File: src/rtl/program_counter.sv
// Hack-style program counter with clear/return/call/load/increment/hold priority.
// Define PC_STACK_EN to build the hardware return-address stack and its sp/ovf/unf status.
module program_counter #(
   parameter int               WIDTH     = 16,
   parameter int               DEPTH     = 8,
   parameter logic [WIDTH-1:0] RESET_VEC = '0
) (
   input  logic                       clk,
   input  logic                       rst_n,
   input  logic                       clr,
   input  logic                       load,
   input  logic                       inc,
   input  logic                       call,
   input  logic                       ret,
   input  logic [WIDTH-1:0]           in,
   output logic [WIDTH-1:0]           out,
   output logic [$clog2(DEPTH+1)-1:0] sp,
   output logic                       ovf,
   output logic                       unf
);

   localparam int SPW = $clog2(DEPTH + 1);

   logic [WIDTH-1:0] out_next;

`ifdef PC_STACK_EN

   localparam int AW = (DEPTH > 1) ? $clog2(DEPTH) : 1;

   logic [WIDTH-1:0] stack [DEPTH];
   logic [SPW-1:0]   sp_next;
   logic             ovf_next;
   logic             unf_next;
   logic             push;
   logic             full;
   logic             empty;

   assign full  = (sp == SPW'(DEPTH));
   assign empty = (sp == '0);

   // A full-stack call still jumps; only the saved return address is lost.
   always_comb begin
      out_next = out;
      sp_next  = sp;
      ovf_next = ovf;
      unf_next = unf;
      push     = 1'b0;
      if (clr) begin
         out_next = RESET_VEC;
         sp_next  = '0;
         ovf_next = 1'b0;
         unf_next = 1'b0;
      end else if (ret) begin
         if (!empty) begin
            out_next = stack[AW'(sp - SPW'(1))];
            sp_next  = sp - SPW'(1);
         end else begin
            unf_next = 1'b1;
         end
      end else if (call) begin
         out_next = in;
         if (!full) begin
            push    = 1'b1;
            sp_next = sp + SPW'(1);
         end else begin
            ovf_next = 1'b1;
         end
      end else if (load) begin
         out_next = in;
      end else if (inc) begin
         out_next = out + WIDTH'(1);
      end
   end

   always_ff @(posedge clk or negedge rst_n) begin
      if (!rst_n) begin
         out <= RESET_VEC;
         sp  <= '0;
         ovf <= 1'b0;
         unf <= 1'b0;
      end else begin
         out <= out_next;
         sp  <= sp_next;
         ovf <= ovf_next;
         unf <= unf_next;
      end
   end

   // Stack contents are don't-care after reset, so the storage carries no reset.
   always_ff @(posedge clk) begin
      if (push) begin
         stack[AW'(sp)] <= out + WIDTH'(1);
      end
   end

`else

   // Without the stack, ret degrades to hold and call to a plain jump.
   always_comb begin
      out_next = out;
      if (clr) begin
         out_next = RESET_VEC;
      end else if (ret) begin
         out_next = out;
      end else if (call || load) begin
         out_next = in;
      end else if (inc) begin
         out_next = out + WIDTH'(1);
      end
   end

   always_ff @(posedge clk or negedge rst_n) begin
      if (!rst_n) begin
         out <= RESET_VEC;
      end else begin
         out <= out_next;
      end
   end

   assign sp  = '0;
   assign ovf = 1'b0;
   assign unf = 1'b0;

`endif

endmodule

File: config.mk
export PLATFORM = sky130hd
export DESIGN_NAME = program_counter
export DESIGN_NICKNAME = d
export VERILOG_FILES = /design/src/rtl/program_counter.sv
export SDC_FILE = /design/constraint.sdc
export NUM_CORES = 1
export LEC_CHECK = 0
export ABC_CLOCK_PERIOD_IN_PS = 2100
export BUFFER_PORTS_ARGS = -buffer_cell sky130_fd_sc_hd__buf_2
export CORE_MARGIN = 3
export CORE_UTILIZATION = 51
export CTS_BUF_LIST = sky130_fd_sc_hd__clkbuf_4 sky130_fd_sc_hd__clkbuf_8 sky130_fd_sc_hd__clkbuf_16
export DETAILED_ROUTE_END_ITERATION = 10
export PLACE_DENSITY = 0.82
export SKIP_LAST_GASP = 1
export SLEW_MARGIN = 20
export SYNTH_ARGS = -nofsm -noshare
export SYNTH_HDL_FRONTEND = slang
export SYNTH_SLANG_ARGS = --single-unit
File: constraint.sdc
create_clock -name clk -period 2.1 [get_ports clk]
set_input_delay 0.315 -clock clk [delete_from_list [all_inputs] [get_ports clk]]
set_output_delay 0.315 -clock clk [all_outputs]
set_load 0.1 [all_outputs]
Yosys cells after proc, flatten, opt, wreduce, memory -nomap -nowiden. Index checks and enable logic that the tools add are counted.

Bits in registers: 16. Input port bits: 23. Output and inout bits: 22. Word-level logic and storage cells: 10.

Add/sub/neg operators: 1. Equality and inequality tests: 1. Multiplexer cells: 4. Reduce and logical (&&, ||, !) cells: 3.

Operators by type and width (number): $mux W16 (4); $add A16 B1 Y16 const B (1); $reduce_bool A3 Y1 (1); $ne A2 B2 Y1 const B (1); $reduce_and A2 Y1 (1); $logic_or A1 B1 Y1 (1).

Longest topological paths before layout.
Depth after elaboration: 5. Gate-level depth with buffers: 5. Depth with buffers taken out: 5.

Worst setup path before layout. No wires, ideal clock.

Path type: flip-flop to flip-flop. From: register out[0]. To: register out[12]. Arrival time: 2085 ps. Data required time: 1976 ps. Path slack: -109 ps. Cell stages (with the launch flop): 6. Cell sequence: dfrtp_1 ha_1 nand3_2 nor4_1 o21ai_0 a211o_1.

Cells in the longest elaborated chain, start to end: 5.

Ends and longest elaborated chain: start, declared (RTL line 16) `output logic [WIDTH-1:0] out,`; start signal, assigned (RTL line 116) `out <= out_next;`; $add A16 B1 Y16 (RTL line 108) `out_next = out + WIDTH'(1);`; $mux W16 (RTL line 107) `end else if (inc) begin`; $mux W16 (RTL line 105) `end else if (call || load) begin`; $mux W16 (RTL line 103) `end else if (ret) begin`; $mux W16 (RTL line 101) `if (clr) begin`.

Every way passes these cells. The select of a mux whose other input is x is not followed. A chain may end at the register's enable or synchronous reset.

Worst setup path after layout. Ends and elaborated chain as after synthesis.

==> flow_metrics.env <==
export IMPL_antenna_found_initial=0
export IMPL_slew_viol_final=0
export IMPL_synth_edf_count=0
export IMPL_ff2ff_setup_slack_ns=0.49
export IMPL_leakage_nw=0.6145
export IMPL_cts_resized=0
export IMPL_finalWirelength_mm=2.819
export IMPL_clock_fmax_mhz=619.4
export IMPL_clkSlewWorstSetupHoldPaths_ns=0.10
export IMPL_p_int_mw=0.4722
export IMPL_firstDrtPassIters=5
export IMPL_hpwl_mm=2.128
export IMPL_cap_viol_max_count=0
export IMPL_drtIter0Drc=25
export IMPL_power_total_mw=0.8474
export IMPL_utilization_pct=66.63
export IMPL_die_w_um=52.44
export IMPL_whs_path_depth=2
export IMPL_whs_endpoint="out[14]$_DFFE_PN0P_"
export IMPL_pwr_share_clk_pct=21.5
export IMPL_clockRootBuffer="clkbuf_4"
export IMPL_hold_viol_final=0
export IMPL_final_cells=192
export IMPL_clock_skew_ns=0.01253
export IMPL_fillerInstances=189
export IMPL_rr_worst_depth=5
export IMPL_diodes=0
export IMPL_fin_crit_sh_pct=76.88
export IMPL_syn_cell_area_um2=1100
export IMPL_multi_input_area_um2=646.9
export IMPL_critPathMaxStageDelay_ns=0.41
export IMPL_clk_latency_ns=0.29
export IMPL_synth_ff_latch_count=16
export IMPL_grt_pass1_wl_mm=4.767
export IMPL_vias=1131
export IMPL_ys_warn_count=0
export IMPL_power_frac_comb_pct=36.5
export IMPL_die_h_um=52.44
export IMPL_max_flop_register="out"
export IMPL_crit_arrival_ns=1.78
export IMPL_synth_ff_type="dfrtp_1"
export IMPL_start_kind="flip-flop"
export IMPL_reg_top3="out x16"
export IMPL_register_area_um2=407.9
export IMPL_clockBufferDepth=2
export IMPL_largest_register_ffs=16
export IMPL_slowest_stage="dfrtp_2"
export IMPL_rr_startpoint="out[0]$_DFFE_PN0P_"
export IMPL_cp_cell_sequence="ha_1 > nand3_2 > nor4_1 > o21ai_0 > a211o_1"
export IMPL_wl_per_cell_um=14.68
export IMPL_layout_nets=190
export IMPL_io_pins=45
export IMPL_timing_rr_end="out[12]$_DFFE_PN0P_"
export IMPL_worst_slack_ns=0.4854
export IMPL_switching_share_pct=44.28
export IMPL_h_tree_depth=1
export IMPL_path_class="reg2reg"
export IMPL_cts_buffers_inserted=3
export IMPL_track_usage_pct=22.82
export IMPL_final_common_cell="buf_2"
export IMPL_status="finished, final reports clean"
export IMPL_drc_errors=0
export IMPL_gp_congestion=0.8370
export IMPL_synthTopCellsByArea="dfrtp_1 (36%), o21ai_0 (5.5%), o2bb2ai_1 (4.8%)"
export IMPL_hp_class="in2reg"
export IMPL_rsz0062_at_grt="false"
export IMPL_switching_power_mw=0.3752
export IMPL_cp_max_fo=8
export IMPL_clock_sinks=16
export IMPL_synth_avg_cell_area_um2=8.729
export IMPL_final_cell_mix="buf_2 (38), o21ai_0 (12), dfrtp_1 (10)"
export IMPL_dieArea_um2=2749
export IMPL_fin_area_um2=1334
export IMPL_syn_inst=126
export IMPL_seq_power_share_pct=42.0
export IMPL_fin_crit_ns=1.615
export IMPL_drive_above_1_share_pct=32.73
export IMPL_antenna_left=0
export IMPL_synth_top_area_share_pct=36.41
export IMPL_synth_cell_types=37
export IMPL_grt_pass1_vias=1100
export IMPL_grt_max_degree=21
export IMPL_grt_overflow_total=0
export IMPL_via_per_inst=5.891
export IMPL_hold_ws_ns=0.2655
export IMPL_numPortBuffers=38
export IMPL_setup_tns_ns=0
export IMPL_seq_area_frac_synth_pct=36.41
export IMPL_core_area_um2=2002
export IMPL_p_per_area_nw_per_um2=635.3
export IMPL_synth_top_area_cell="dfrtp_1"
export IMPL_pre_cts_slack_ns=0.4815
export IMPL_vdd_ir_drop_worst_uv=387.8
export IMPL_finalSetupViolCount=0
export IMPL_cp_end_kind="flip-flop"
export IMPL_initial_utilization_pct=54.94
export IMPL_crit_required_ns=2.27
export IMPL_num_rows=16
export IMPL_min_from="in[14]"
export IMPL_cts_tree="built"
export IMPL_syn_to_final_growth_pct=21.27
export IMPL_placed_area_um2=1294
export IMPL_synthArstFlopShare_pct=100.0
export IMPL_dp_cells=187
## cell families (layout without fill, tap and decap cells)
group	after synthesis	count (layout)	share of synthesized area, %
buffers and inverters	13	47	6.484
xor gates and xnor gates	3	3	2.390
AOI/OAI and AO/OA	42	42	25.03
muxes	2	2	1.820
other	1	6	0.3410
and+or+nand+nor	48	48	26.39
adders and majority gates	1	1	1.137
DFF	16	16	36.40
## final cells by class
cell class | count | share of cell area (%)
sequential | 16 | 30.58
tap | 27 | 2.533
timing repair buffer | 39 | 15.01
inverter | 4 | 1.126
multi-input combinational | 102 | 48.50
clock buffer | 4 | 2.251
## worst max path at each step
stage | slack [ns] | depth (start not counted) | start | to
2_1_floorplan | 0.001 | 4 | out[5]$_DFFE_PN0P_ | out[12]$_DFFE_PN0P_
3_3_place_gp | 0.53 | 5 | out[0]$_DFFE_PN0P_ | out[12]$_DFFE_PN0P_
3_5_place_dp | 0.48 | 5 | load | out[2]$_DFFE_PN0P_
4_1_cts | 0.49 | 5 | out[0]$_DFFE_PN0P_ | out[12]$_DFFE_PN0P_
5_1_grt | 0.36 | 5 | out[0]$_DFFE_PN0P_ | out[12]$_DFFE_PN0P_
6_report | 0.49 | 5 | out[0]$_DFFE_PN0P_ | out[12]$_DFFE_PN0P_
## worst max-delay path: cells and delay by family, from the launching register on
family / cells / cell delay [ns]
AO/OA/AOI/OAI: 2 / 0.42
AND/OR/NAND/NOR: 2 / 0.47
adder cells (fa/ha/maj): 1 / 0.21
flip-flops: 1 / 0.41
## cell usage after synthesis (all sizes together), types with 4 or more instances
master   count
a22oi        5
o21ai       14
o2bb2ai      6
dfrtp       16
nor4         7
nor2         9
buf          6
nor3         5
a21oi        8
nand2        9
nand3        4
inv          4
## power by group through the flow
stage,clock [mW],combinational (mW),sequential [mW]
detailed placement,0,0.308,0.362
CTS,0.185,0.309,0.355
finish,0.182,0.309,0.356
global route,0.204,0.325,0.360
global placement,0,0.303,0.360
floorplan,0,0.114,0.494
## routing by layer
layer  vias to the layer above  global-route usage (%)  share of wire, %
met3                         2                   3.134               5.6
met5                         -                       0                 0
met1                       544                   29.18                47
met4                         0                   8.511              0.39
met2                        36                   38.64                47
li1                        549                       -                 -
## repair_timing
action / 4_1_cts / 5_1_grt
setup buffers: 0 / 0
setup endpoints to repair: 0 / 0
hold buffers: 1 / 0
endpoints found under the hold margin: 16 / 0
No activity file was read; power rests on OpenSTA's default activity.
